$ cat config.mk
export PLATFORM = sky130hd
export DESIGN_NAME = dir_stabilizer
export DESIGN_NICKNAME = d
export VERILOG_FILES = /design/src/rtl/dir_stabilizer.sv
export SDC_FILE = /design/constraint.sdc
export NUM_CORES = 1
export LEC_CHECK = 0
export CORE_MARGIN = 5
export CORE_UTILIZATION = 40
export DETAILED_ROUTE_END_ITERATION = 8
export PLACE_DENSITY_LB_ADDON = 0.2
export SETUP_SLACK_MARGIN = 0.1
export SYNTH_ARGS = -nofsm -noshare
export SYNTH_HDL_FRONTEND = slang
export SYNTH_SLANG_ARGS = --single-unit
$ cat constraint.sdc
create_clock -name i_clk -period 7.7 [get_ports i_clk]
set_clock_uncertainty 0.05 [all_clocks]
set_input_delay 1.54 -clock i_clk [delete_from_list [all_inputs] [get_ports i_clk]]
set_output_delay 1.54 -clock i_clk [all_outputs]
set_load 0.01 [all_outputs]
$ cat src/rtl/dir_stabilizer.sv
// dir_stabilizer: debounces detector direction codes, commits stable ones and counts committed changes
module dir_stabilizer #(
    parameter int STABLE_CNT = 4,
    parameter int TIMEOUT    = 64
) (
    input  logic       i_clk,
    input  logic       i_rst,
    input  logic [2:0] i_dir,
    input  logic       i_valid,
    output logic [2:0] o_dir,
    output logic       o_valid,
    output logic       o_change,
    output logic [7:0] o_changes
);
    typedef enum logic [1:0] {S_IDLE, S_ACQ, S_LOCK} state_t;

    localparam logic [3:0]  RUN_MAX = 4'(STABLE_CNT);
    localparam logic [15:0] SIL_MAX = 16'(TIMEOUT);

    state_t      state_q, state_d;
    logic [2:0]  cand_q, cand_d;
    logic [3:0]  run_q, run_d;
    logic [15:0] sil_q, sil_d;
    logic [2:0]  dir_q, dir_d;
    logic        valid_q, valid_d;
    logic        change_q, change_d;
    logic [7:0]  changes_q, changes_d;
    logic [2:0]  track_cand;
    logic [3:0]  track_run;
    logic        stable, timeout, commit, drop;

    // candidate run tracking and silence counting; gaps without i_valid never break a run
    always_comb begin
        track_cand = cand_q;
        track_run  = run_q;
        if (i_valid) begin
            track_cand = (i_dir == cand_q && run_q != 4'd0) ? cand_q : i_dir;
            track_run  = (i_dir == cand_q && run_q != 4'd0) ? ((run_q == RUN_MAX) ? run_q : run_q + 4'd1) : 4'd1;
        end
        sil_d   = i_valid ? 16'd0 : ((sil_q == SIL_MAX) ? sil_q : sil_q + 16'd1);
        stable  = i_valid && track_run == RUN_MAX;
        timeout = !i_valid && sil_d == SIL_MAX;
    end

    // state decision: commit a stable new code, or drop everything on silence
    always_comb begin
        commit = 1'b0;
        drop   = 1'b0;
        case (state_q)
            S_IDLE: commit = stable;
            S_ACQ: begin
                commit = stable;
                drop   = timeout;
            end
            S_LOCK: begin
                commit = stable && track_cand != dir_q;
                drop   = timeout;
            end
            default: drop = 1'b1;
        endcase
        state_d   = commit ? S_LOCK : drop ? S_IDLE : (state_q == S_IDLE && i_valid) ? S_ACQ : state_q;
        cand_d    = drop ? 3'd0 : track_cand;
        run_d     = drop ? 4'd0 : track_run;
        dir_d     = commit ? track_cand : drop ? 3'd0 : dir_q;
        valid_d   = commit | (~drop & valid_q);
        change_d  = commit;
        changes_d = changes_q + {7'd0, commit};
    end

    // state and output registers
    always_ff @(posedge i_clk or negedge i_rst) begin
        if (!i_rst) begin
            state_q   <= S_IDLE;
            cand_q    <= 3'd0;
            run_q     <= 4'd0;
            sil_q     <= 16'd0;
            dir_q     <= 3'd0;
            valid_q   <= 1'b0;
            change_q  <= 1'b0;
            changes_q <= 8'd0;
        end else begin
            state_q   <= state_d;
            cand_q    <= cand_d;
            run_q     <= run_d;
            sil_q     <= sil_d;
            dir_q     <= dir_d;
            valid_q   <= valid_d;
            change_q  <= change_d;
            changes_q <= changes_d;
        end
    end

    assign o_dir     = dir_q;
    assign o_valid   = valid_q;
    assign o_change  = change_q;
    assign o_changes = changes_q;
endmodule
=== Yosys cells after proc, flatten, opt, wreduce, memory -nomap -nowiden ===
Cells that the tools add are included.
Widths: inputs -> output; s select.

* $add $sub $neg: 3
* Equality and inequality tests: 8
* Multiplexer cells: 16
* Bitwise operators: 3
* Reductions and logical operators: 12

{| class="wikitable"
|+ Operators with widths
! kind !! number
|-
| $eq 16x7->1 const B || 2
|-
| $mux 16 || 2
|-
| $add 16x1->16 const B || 1
|-
| $mux 4 || 4
|-
| $mux 3 || 5
|-
| $add 8x1->8 || 1
|-
| $eq 4x3->1 const B || 2
|-
| $mux 2 || 3
|-
| $logic_and 1x1->1 || 5
|-
| $add 4x1->4 const B || 1
|-
| $pmux 1 s2 || 2
|-
| $reduce_bool 4->1 || 1
|-
| $reduce_or 2->1 || 2
|-
| $eq 3x3->1 || 1
|-
| $ne 3x3->1 || 1
|-
| $reduce_bool 3->1 || 1
|-
| $eq 2x1->1 const B || 1
|-
| $eq 2x2->1 const B || 1
|-
| $logic_not 2->1 || 1
|-
| $reduce_bool 2->1 || 1
|-
| $and 1x1->1 || 1
|-
| $logic_not 1->1 || 1
|-
| $not 1->1 || 1
|-
| $or 1x1->1 || 1
|}

* Bits in registers: 38
* Output and inout port bits: 13
* Logic and storage cells: 50

=== Logic depth before layout (Yosys ltp) ===
Gate-level depths: netlist (run 1).

* Depth after elaboration: 9
* Gate-level depth with buffers: 11
* Gate-level depth less buffers: 11

=== Worst setup path before layout (run 1) ===
OpenSTA, ideal clock, no wires.

* Path type: input -> register
* Start point: input port i_valid
* End point: register changes_q[7] (netlist: o_changes[7])
* Library setup time: 0.124 ns
* Data arrival time: 3.423 ns
* Data required time: 7.526 ns
* Slack: 4.103 ns
* Stages on the path: 10
* Buffers on the path: 1
* Path through: buf_2 > mux2i_1 > xor2_1 > and4_1 > and4b_1 > ha_1 > and3_1 > nand3_1 > or2_2 > xnor2_1

* Longest elaborated chain between the ends: 6

{| class="wikitable"
|+ Ends and longest elaborated chain
! what !! RTL line !! text
|-
| from (decl) || 9 || <nowiki>input logic i_valid,</nowiki>
|-
| $mux 4 || 36 || <nowiki>if (i_valid) begin</nowiki>
|-
| $eq 4x3->1 || 41 || <nowiki>stable = i_valid && track_run == RUN_MAX;</nowiki>
|-
| $logic_and 1x1->1 || 41 ||
|-
| $logic_and 1x1->1 || 56 || <nowiki>commit = stable && track_cand != dir_q;</nowiki>
|-
| $pmux 1 s2 (*) || 49 || <nowiki>case (state_q)</nowiki>
|-
| via change_d || 26 || <nowiki>logic change_q, change_d;</nowiki>
|-
| $add 8x1->8 (*) || 67 || <nowiki>changes_d = changes_q + {7'd0, commit};</nowiki>
|-
| via changes_d[7] || 27 || <nowiki>logic [7:0] changes_q, changes_d;</nowiki>
|-
| to (signal assigned) || 89 || <nowiki>changes_q <= changes_d;</nowiki>
|-
| to (decl) || 27 ||
|}

Mark *: on every way through the listed nets, which the timed path passes. The rest lies on a longest branch.
A chain may end at the register's enable or synchronous reset.

=== Worst setup path in the final report (run 1) ===
Ends and elaborated chain as after synthesis.

==> run_results.csv, run 1 <==
group,metric,value,unit
critical_path,worst_setup_path_end_kind,"register",
global_routing,grt_pass1_vias,1680,
pwr,internal-power,323.2,uW
global_routing,antenna_found_initial,0,
status,run_status,"complete, no violations",
clocking,cts_tree,"yes",
global_routing,grt_pass1_wl,7928,microns
synth,avgSynthCellArea,9.998,sq um
synth,syn-num-nets,241,
timing,worstMarginPinSlew,863.8,ps
synth,synth-seq-area-share,0.4227,
place,dp_slack,3314,ps
min_path,min_path_type,"register to register",
cells_and_area,finalNonFillerCells,313,
critical_path,cp_max_fo,30,
route,ant_nets,0,
synth,synth.distinct_cells,51,
timing,rsz0062_at_grt,"false",
cells_and_area,area_growth,13.18,%
timing,finalSetupViolCount,0,
synth,synth_enable_flop_cells,0,
floorplanning,dieArea,7224,sq um
pwr,p_leak,0.001087,uW
cells_and_area,multi_input_area,1187,sq um
pwr,peakVddDrop,0.09421,mV
critical_path,cp.arrival,4200,ps
synth,synth_seq_cells,38,
clocking,cts.sinks,38,
clocking,postCtsSetupBuffers,0,
place,dpl.hpwl,3112,microns
synth,synth_warnings,0,
floorplanning,ioPinCount,19,
global_routing,gr-total-overflow,0,
synth,synth_top_area_frac,0.4227,
timing,fmax,245.5,MHz
timing,slew_violations,0,
floorplanning,placementRows,27,
critical_path,crit_path_start_kind,"primary input",
timing,setup_ws,3627,ps
clocking,numCtsBuffers,5,
route,vias_per_cell,5.211,
global_routing,grt_max_degree,39,
timing,fin_crit,4073,ps
synth,synth_ff_type,"dfrtp_1",
place,place_congestion,0.7706,
clocking,clk_path_buf_depth,2,
floorplanning,die_h,85.00,microns
clocking,h-tree-depth,2,
floorplanning,core,5473,sq um
floorplanning,initial_core_util,0.4111,
synth,synthArstFlopShare,1.000,
job,drv_cap,0,
floorplanning,die_w,85.00,microns
route,drt-pass1-iter-count,4,
clocking,insertion_delay,290,ps
timing,fin_setup_tns,0,ps
synth,synth_top_area_cell,"dfrtp_1",
place,placed_cells,305,
pwr,comb_power_share,0.241,
pwr,switching_share,0.3319,
global_routing,grt_use_total,0.1337,
cells_and_area,nets,256,
timing,hold_viol_final,0,
pwr,clockPowerShare,0.287,
pwr,power_density,190.0,nW/um^2
critical_path,worstPathRequired,7830,ps
place,numPortBuffers,18,
route,vias,1631,
critical_path,critical_path_class,"primary input to register",
route,wl_per_cell,14.28,microns
pwr,p_sw,160.6,uW
synth,netlist_instances,225,
synth,mappedNetlistArea,2250,sq um
route,initialDrtViolationCount,65,
cells_and_area,seq_area,950.9,sq um
clocking,cts_resized,0,
route,routed_wl,4470,microns
route,drc,0,
timing,slew_headroom,0.4242,
clocking,cts.clk_slew.worst_paths,80,ps
cells_and_area,layout-drive-gt1-share,0.1079,
clocking,cts-root-buf,"clkbuf_8",
clocking,holdBufCountCts,0,
pwr,power.share.sequential,0.472,
cells_and_area,diodes,0,
cells_and_area,nFillCells,576,
synth,netlist_top_cells_area,"dfrtp_1 42%, xnor2_1 6.6%, ha_1 5.6%",
timing,finalCritPeriodShare,0.5290,
==> critical path, stage by stage <==
cell and delay, ps:
clkdlybuf4s50_1 450, buf_4 310, mux2i_1 360, xor2_1 100, and4_1 220, and4b_1 300, ha_1 220, and3_1 160
nand3_1 100, or2_2 320, xnor2_1 120
==> per-stage QoR <==
stage / cell area [sq um] / hold slack (ps) / util / power (uW)
floorplan: 2250 / 456.5 / - / 318.8
global placement: 2456 / 426.9 / 0.4488 / 349.3
detailed placement: 2456 / 427.1 / 0.4488 / 349.6
CTS: 2546 / 438.9 / 0.4652 / 492.7
global route: 2546 / 459.0 / 0.4652 / 521.1
finish: 2546 / 424.7 / 0.4652 / 483.8
==> state kept, by name, indices dropped and copies added, names as in the netlist <==
signal     cells
state_q        2
o_valid        1
cand_q         3
sil_q         16
o_change       1
o_changes      8
run_q          4
o_dir          3
==> power groups by stage <==
stage | Sequential, uW | Combinational (uW) | Clock, uW
after floorplan | 228 | 91.1 | 0
after global placement | 233 | 117 | 0
after detailed placement | 232 | 117 | 0
after CTS | 228 | 118 | 146
after global routing | 231 | 136 | 154
final | 228 | 117 | 139
==> cell usage after synthesis, drive strengths merged, types with 2 or more instances <==
cell type and number:
a2111oi 2, a21oi 5, a31oi 3, a41oi 2
and3 8, and4 2, buf 10, dfrtp 38
ha 10, inv 12, mux2i 3, nand2 8
nand2b 2, nand3 15, nand4 7, nor2 24
nor3 10, nor4 7, o21ai 5, o22ai 5
or2 3, or3 2, xnor2 17, xor2 10
==> placed cells by master (no fill, tap or decap), types with 5 or more instances in the layout <==
cell type        netlist  layout
xor2_1                10      10
nand3_1               15      15
xnor2_1               17      17
o22ai_1                5       5
ha_1                  10      10
clkdlybuf4s50_1        0      17
nor2_1                24      24
nand4_1                5       5
nand2_1                8       8
nor3_1                 6       6
clkbuf_8               0       5
inv_1                 12      12
and3_1                 7       7
a21oi_1                5       5
dfrtp_1               38      38
==> metal layers <==
| metal | global-route usage | share of wire | vias up |
|---|---|---|---|
| met2 | 0.2140 | 0.48 | 13 |
| met3 | 0.03010 | 0.022 | 4 |
| met4 | 0.04029 | 0.0087 | 0 |
| met5 | 0 | 0 | - |
| li1 | - | - | 827 |
| met1 | 0.1800 | 0.49 | 787 |
==> kinds of logic (layout without fill, tap and decap cells) <==
logic type	Yosys count	count (layout)	synth area share
compound gates	29	29	0.09622
xor+xnor	27	27	0.1051
fa+ha+maj	10	10	0.05562
buf+inv	23	39	0.04950
flops	38	38	0.4227
mux	3	3	0.01335
simple gates	95	95	0.2575
==> layout make-up <==
class | count | area share
Clock buffer | 5 | 0.02703
Sequential cell | 38 | 0.3735
Inverter | 12 | 0.01769
Tap cell | 72 | 0.03538
Timing Repair Buffer | 19 | 0.07174
Multi-Input combinational cell | 164 | 0.4663
Clock inverter | 3 | 0.008354
==> worst paths after layout <==
kind	start	to	slack, ps	cells past startpoint
setup / recovery	i_valid	o_changes[7]	3630	11
hold / removal	o_changes[7]	o_changes[7]	420	1
setup reg to reg	sil_q[0]	o_valid	4690	7
hold reg to reg	o_changes[7]	o_changes[7]	420	1
max in group asynchronous	i_rst	state_q[0]	5740	1
min in group asynchronous	i_rst	sil_q[2]	1310	1
(Power assumes the default switching activity.)
==> inputs of run 2 (changes only) <==
==> constraint.sdc (replaced) <==
create_clock -name i_clk -period 3.57 [get_ports i_clk]
set_clock_uncertainty 0.05 [all_clocks]
set_input_delay 0.714 -clock i_clk [delete_from_list [all_inputs] [get_ports i_clk]]
set_output_delay 0.714 -clock i_clk [all_outputs]
set_load 0.01 [all_outputs]
==> run 2 against run 1 <==
  * Combinational power is 120% higher
  * Clock power grew to 3.2 times the previous value
  * First-iteration DRC count up 20%
  * Sequential share of layout area fell by 0.90 points
  * Worst hold slack improved by 13 ps
  * Final cell count is 0.64% higher
  * Register-to-register slack got worse by 4000 ps
  * Core utilization up 1.1 points
  * Critical path depth decreased by 1
  * Total power is 150% higher
  * Flip-flop and latch count did not move
  * Die area stayed put
  * Highest routed layer unchanged
==> run_results.csv, run 2 (same netlist as run 1, synthesis figures left out) <==
group,metric,value,unit
timing,slew_violations,0,
min_path,hold_depth,1,
cells_and_area,seq_area,950.9,sq um
critical_path,reg2reg_to,"o_changes[7]",
timing,fin_setup_tns,0,ps
place,dp_slack,132.5,ps
clocking,cts_resized,0,
global_routing,antenna_found_initial,0,
cells_and_area,design_area,2609,sq um
floorplanning,die_h,85.00,microns
critical_path,r2r-start,"run_q[0]",
pwr,p_leak,0.001121,uW
cells_and_area,area_growth,15.96,%
clocking,numCtsBuffers,5,
route,drt-pass1-iter-count,4,
cells_and_area,layout_commonest_cell,"dfrtp_1",
critical_path,crit_path_start_kind,"primary input",
cells_and_area,layout-drive-gt1-share,0.1152,
route,vias,1654,
global_routing,grt_max_degree,39,
route,vias_per_cell,5.251,
cells_and_area,nFillCells,533,
cells_and_area,layout_common_cells,"38 x dfrtp_1, 24 x nor2_1, 17 x xnor2_1, 17 x clkdlybuf4s50_1, 15 x nand3_1",
global_routing,grt_pass1_vias,1654,
min_path,min_to,"o_changes[7]",
timing,slew_headroom,0.4572,
timing,fmax,319.1,MHz
place,place_congestion,0.7979,
global_routing,gr-total-overflow,0,
clocking,h-tree-depth,2,
cells_and_area,multi_input_area,1187,sq um
floorplanning,initial_core_util,0.4111,
clocking,cts.sinks,38,
timing,setup_ws,436.6,ps
route,wl_per_cell,14.16,microns
clocking,clk_path_buf_depth,2,
critical_path,reg2regPathDepth,11,
route,initialDrtViolationCount,78,
floorplanning,placementRows,27,
clocking,cts_tree,"yes",
floorplanning,dieArea,7224,sq um
place,numPortBuffers,18,
cells_and_area,largest_reg_flops,16,
critical_path,cp.arrival,3270,ps
min_path,min_path_type,"register to register",
route,routed_wl,4460,microns
route,ant_nets,0,
route,drc,0,
clocking,holdBufCountCts,0,
cells_and_area,nets,258,
clocking,insertion_delay,290,ps
timing,hold_viol_final,0,
pwr,power_density,456.9,nW/um^2
critical_path,worstPathRequired,3700,ps
critical_path,r2r_slack,690,ps
critical_path,worst_setup_path_end_kind,"register",
critical_path,cp_max_fo,4,
job,drv_cap,0,
floorplanning,core,5473,sq um
cells_and_area,top_register,"sil_q",
place,dpl.hpwl,3207,microns
min_path,hold_start,"o_changes[7]",
place,place_area,2471,sq um
timing,finalSetupViolCount,0,
timing,fin_crit,3133,ps
floorplanning,ioPinCount,19,
clocking,cts.clk_slew.worst_paths,80,ps
status,run_status,"complete, no violations",
critical_path,critical_path_class,"primary input to register",
timing,worstMarginPinSlew,814.2,ps
clocking,cts-root-buf,"clkbuf_8",
timing,finalCritPeriodShare,0.8777,
timing,rsz0062_at_grt,"false",
floorplanning,die_w,85.00,microns
pwr,peakVddDrop,0.2556,mV
global_routing,grt_pass1_wl,7734,microns
cells_and_area,diodes,0,
global_routing,grt_use_total,0.1320,
clocking,postCtsSetupBuffers,0,
## run 2: worst max-delay path by stage
stage,from,end,cells past startpoint
floorplan,i_valid,o_changes[7],10
global placement,i_dir[0],o_changes[7],10
detailed placement,i_valid,o_changes[7],10
CTS,i_dir[0],o_changes[7],10
global route,i_dir[0],o_changes[7],10
finish,i_dir[0],o_changes[7],10
## run 2: metal layers
| metal | global-route usage | routed length [microns] | vias up |
|---|---|---|---|
| li1 | - | - | 826 |
| met1 | 0.1692 | 2091 | 795 |
| met2 | 0.2168 | 2173 | 28 |
| met3 | 0.03689 | 151 | 5 |
| met4 | 0.03885 | 44 | 0 |
| met5 | 0 | 0 | - |
## run 2: power breakdown
part           switching (uW)  internal [uW]
combinational             156            105
sequential               33.4            460
clock                     158            280
total                     347            845
## run 2: stage by stage
step / power, uW / hold WS [ps] / instances / utilization
floorplan: 687.6 / 368.4 / 225 / -
global placement: 761.2 / 428.7 / 307 / 0.4515
detailed placement: 765.6 / 429.6 / 307 / 0.4515
CTS: 1211 / 440.9 / 315 / 0.4767
global route: 1276 / 446.0 / 315 / 0.4767
finish: 1192 / 438.2 / 315 / 0.4767
## run 2: cell type report
class	instances	area share
sequential	38	0.3645
inverter	12	0.01727
multi-input combinational	164	0.4552
clock buffer	5	0.02638
timing repair buffer	21	0.07578
tap	72	0.03453
clock inverter	3	0.02638
## run 2: worst max-delay path, stage by stage
cell             delay, ps
clkdlybuf4s50_1        460
xnor2_1                370
nand4_1                230
a211oi_1               290
and4b_1                300
ha_1                   210
and3_1                 160
nand3_1                100
or2_2                  320
xnor2_1                120
==> inputs of run 3 (changes only) <==
--- a/config.mk
+++ b/config.mk
@@ -5,6 +5,7 @@
 export SDC_FILE = /design/constraint.sdc
 export NUM_CORES = 1
 export LEC_CHECK = 0
+export CAP_MARGIN = 10
 export CORE_MARGIN = 5
 export CORE_UTILIZATION = 40
 export DETAILED_ROUTE_END_ITERATION = 8
==> results of run 3 <==
Same layout as run 2: the final DEF is identical, and so are final timing and power.
